[src/rtl/multi_clk_div.sv]
// rtl/multi_clk_div.sv - multi-channel programmable clock divider with per-channel strobe and square wave
// Optional feature macro: MULTI_CLK_DIV_SYNC_EN adds the iSync re-phase input.
module multi_clk_div #(
  parameter int Channels   = 4,
  parameter int Width      = 16,
  parameter int DefaultDiv = 2,
  localparam int ChanW     = (Channels > 1) ? $clog2(Channels) : 1
) (
  input  logic                iClk,
  input  logic                iRst,
  input  logic [Channels-1:0] iEnable,
  input  logic                iWrEn,
  input  logic [ChanW-1:0]    iWrChan,
  input  logic [Width-1:0]    iWrDiv,
`ifdef MULTI_CLK_DIV_SYNC_EN
  input  logic                iSync,
`endif
  output logic                oWrAck,
  output logic [Channels-1:0] oStrobe,
  output logic [Channels-1:0] oClk
);

  localparam logic [Width-1:0] ResetDiv = Width'(DefaultDiv);
  localparam logic [ChanW:0]   NumChan  = (ChanW + 1)'(Channels);

  logic wrValid;
  logic syncNow;

  // A write only counts when it addresses an existing channel
  assign wrValid = iWrEn && ({1'b0, iWrChan} < NumChan);

`ifdef MULTI_CLK_DIV_SYNC_EN
  assign syncNow = iSync;
`else
  assign syncNow = 1'b0;
`endif

  // Acknowledge accepted writes one cycle after the strobe
  always_ff @(posedge iClk or posedge iRst) begin
    if (iRst) begin
      oWrAck <= 1'b0;
    end else begin
      oWrAck <= wrValid;
    end
  end

  for (genvar n = 0; n < Channels; n++) begin : gChan
    logic [Width-1:0] count;
    logic [Width-1:0] divAct;
    logic [Width-1:0] divPend;
    logic             pending;
    logic             strobeR;
    logic             clkR;
    logic             wrHit;
    logic             clear;
    logic             halted;
    logic             termCnt;
    logic             xfer;

    // Decode this channel's write, terminal count and divisor hand-over point
    always_comb begin
      wrHit   = wrValid && (iWrChan == ChanW'(n));
      clear   = syncNow || !iEnable[n];
      halted  = (divAct == '0);
      termCnt = !clear && !halted && (count == divAct - 1'b1);
      xfer    = pending && (clear || halted || termCnt);
    end

    // Counter, strobe and square wave; new divisor only takes over at a period boundary
    always_ff @(posedge iClk or posedge iRst) begin
      if (iRst) begin
        count   <= '0;
        divAct  <= ResetDiv;
        divPend <= ResetDiv;
        pending <= 1'b0;
        strobeR <= 1'b0;
        clkR    <= 1'b0;
      end else begin
        if (wrHit) begin
          divPend <= iWrDiv;
        end
        if (xfer) begin
          divAct <= divPend;
        end
        pending <= wrHit || (pending && !xfer);
        if (clear) begin
          count   <= '0;
          strobeR <= 1'b0;
          clkR    <= 1'b0;
        end else begin
          clkR    <= clkR ^ strobeR;
          strobeR <= termCnt;
          if (halted || termCnt) begin
            count <= '0;
          end else begin
            count <= count + 1'b1;
          end
        end
      end
    end

    assign oStrobe[n] = strobeR;
    assign oClk[n]    = clkR;
  end

endmodule

[config.mk]
export PLATFORM = sky130hd
export DESIGN_NAME = multi_clk_div
export DESIGN_NICKNAME = d
export VERILOG_FILES = /design/src/rtl/multi_clk_div.sv
export SDC_FILE = /design/constraint.sdc
export NUM_CORES = 1
export LEC_CHECK = 0
export CORE_ASPECT_RATIO = 1.75
export CORE_MARGIN = 1
export CORE_UTILIZATION = 30
export DETAILED_ROUTE_END_ITERATION = 10
export PLACE_DENSITY = 0.45
export SLEW_MARGIN = 20
export SYNTH_ARGS = -nofsm -noshare
export SYNTH_HDL_FRONTEND = slang
export SYNTH_SLANG_ARGS = --single-unit
[constraint.sdc]
create_clock -name iClk -period 18.55 [get_ports iClk]
set_clock_uncertainty 0.05 [all_clocks]
set_input_delay 3.71 -clock iClk [delete_from_list [all_inputs] [get_ports iClk]]
set_output_delay 3.71 -clock iClk [all_outputs]
set_load 0.01 [all_outputs]
==> results.py <==
metrics = {
    "floorplan": {
        "io_pins": 34,
        "start_util_pct": 30.5,
        "die_area_sq_um": 35800,
        "die_h_um": 250,
        "core_area_sq_um": 34500,
        "core.rowCount": 90,
        "die_w_um": 143,
    },
    "logic_synthesis": {
        "async_flop_share_pct": 100,
        "netlist_area_sq_um": 10500,
        "ys_types": 73,
        "ys_top_cells_by_area": "dfrtp_1 47%, mux2_2 13%, xnor2_1 6.7%",
        "synth_top_area_cell": "dfrtp_1",
        "ys_warn_count": 0,
        "syn_nets": 977,
        "synthTopCellsByCount": "197 x dfrtp_1, 117 x mux2_2, 105 x nor2_1",
        "synthCells": 940,
        "ys_seq_elements": 205,
        "avgSynthCellArea_sq_um": 11.2,
        "yosysTopAreaCellShare_pct": 46.9,
        "seq_area_frac_synth_pct": 48.9,
        "yosysMostFrequentCell": "dfrtp_1",
        "synth_edf_count": 0,
        "ys.flop_type": "dfrtp_1",
    },
    "timing": {
        "fmax_mhz": 181,
        "final.min_clock_period_ns": 5.52,
        "final_max_slew_viol_count": 0,
        "tightest_slew_ns": 1.00,
        "holdWs_ns": 0.447,
        "hold_violations": 0,
        "slew-limit-headroom_pct": 32.7,
        "fin_tns_setup_ns": 0,
        "setup_violations": 0,
        "rsz0062_at_grt": "no",
        "post-route-period-util_pct": 29.7,
    },
    "cts": {
        "clk_latency_ns": 0.52,
        "cts-resized-gates": 0,
        "postCtsSetupRepairBufs": 0,
        "cts_hold_repair.buffers": 0,
        "cts_sinks": 205,
        "clkTransAtPathRegs_ns": 0.07,
        "cts-root-buf": "clkbuf_16",
        "cts_tree": "built",
        "numCtsBuffers": 22,
        "htree_levels": 1,
        "cts_buffer_depth": 3,
    },
    "detailed_routing": {
        "first_pass_iters": 4,
        "drc": 0,
        "num_vias": 6829,
        "routed_wl_um": 23700,
        "drt-initial-drc-count": 225,
        "antenna_left": 0,
        "viasPerCell": 4.72,
        "wl_per_cell_um": 16.4,
    },
    "grt": {
        "antenna_found_initial": 0,
        "grt_pass1_vias": 7113,
        "grtUsageTotal_pct": 14.0,
        "overflow": 0,
        "grt_pass1_wl_um": 39100,
        "grt_max_degree": 128,
    },
    "placed_design": {
        "place_hpwl_um": 17300,
        "gp_congestion": 0.753,
        "dpl-instance-area_sq_um": 11300,
        "port_buffers": 33,
    },
    "final_layout": {
        "diodes": 0,
        "synthToLayoutAreaGrowth_pct": 15.4,
        "fin_util_pct": 35.2,
        "drive_gt1_share_pct": 20.1,
        "design_area_sq_um": 12100,
        "layout.nets": 1007,
    },
    "power_and_ir_drop": {
        "power_density_nw_per_um2": 124,
        "irDropWorstVdd_uv": 55.8,
        "p_leak_nw": 5.02,
    },
    "flow_run": {
        "maxCapViolCount": 0,
    },
    "outcome": {
        "status": "completed",
    },
    "setup_path": {
        "worst-setup-path-type": "primary input to flop",
        "crit_arrival_ns": 5.87,
        "crit_fanout": 18,
        "worst_ep_required_time_ns": 18.90,
        "start_kind": "primary input",
        "rr_worst_depth": 8,
        "end_kind": "flop",
    },
    "worst_hold_path": {
        "worstHoldPathType": "flop to flop",
        "hold_depth": 1,
    },
}
cells in the final DEF (no fill, tap or decap), types with 4 or more instances in the layout:
master and n:
nor4_1 11, o21ai_0 9, nand4b_1 5, and3_1 17
inv_1 27, o31ai_1 6, mux2_4 10, nor2b_1 4
clkbuf_16 23, dfstp_2 8, mux2i_1 4, nand3_1 53
bufinv_16 4, or4_1 4, o211ai_1 4, nand2b_1 6
and2_1 6, nand2_1 38, ha_1 12, a21oi_1 8
nand4_1 12, nor3b_1 4, clkdlybuf4s50_1 33, xor2_1 71
buf_4 5, xnor2_1 80, and4_1 4, nor2_1 105
clkinvlp_4 4, dfrtp_1 197, nand3b_1 10, nor3_1 18
mux2_2 117
area by class of cell:
type	count	area, sq um
Sequential cell	205	5140
Clock inverter	14	203
Clock buffer	26	617
Multi-Input combinational cell	675	5110
Tap cell	460	576
Timing Repair Buffer	38	368
Inverter	28	113
Fill cell	3515	22300
power by group:
group          switching [mW]  internal [mW]  leakage [nW]
Sequential              0.107          0.538          2.57
Clock                   0.195          0.297         0.390
Combinational           0.170          0.192          2.06
Total                   0.472           1.03          5.02
per-stage QoR:
stage	std cells	setup slack (ns)	total power [mW]
global route	1446	12.74	1.59
global placement	1406	12.43	1.01
finish	1446	13.03	1.50
floorplan	940	9.21	0.916
detailed placement	1406	12.38	1.02
CTS	1446	12.95	1.52
sequential cells by signal, indices dropped and copies added (netlist names):
register	count
gChan.strobeR	4
gChan.clkR	4
gChan.divAct	64
oWrAck	1
gChan.pending	4
gChan.divPend	64
gChan.count	64
worst paths after layout:
check                                      from                   end  slack, ns
setup reg to reg             gChan[3].divAct[8]   gChan[3].divAct[11]      14.36
setup / recovery                     iEnable[3]   gChan[3].divAct[11]      13.03
hold reg to reg            gChan[1].divPend[10]   gChan[1].divAct[10]       0.45
max in group asynchronous                  iRst  gChan[1].divPend[13]      13.10
hold / removal             gChan[1].divPend[10]   gChan[1].divAct[10]       0.45
min in group asynchronous                  iRst   gChan[2].divPend[4]       3.75
metal layers:
metal	share of wire, %	wire length (um)	vias to the layer above	global-route usage (%)
li1	-	-	3334	-
met1	40	9460	3377	15.8
met4	2.8	673	0	5.11
met5	0	0	-	0
met2	55	13000	76	26.4
met3	2.4	577	42	1.61
cells by family after synthesis:
family,count (synthesis),share of synthesized area (%)
multiplexers,131,14.3
AND/OR/NAND/NOR,318,15.6
flip-flops,205,48.9
buffers and inverters,60,2.52
AO/OA/AOI/OAI,63,4.58
XOR/XNOR,151,12.6
adder cells (fa/ha/maj),12,1.43
worst max-delay path, stage by stage:
cell,delay [ns]
clkdlybuf4s50_1,0.41
o21ai_0,0.10
nand2b_1,0.59
nand2_1,0.61
mux2_2,0.44
Note: power is estimated with default switching activity, not from simulation.
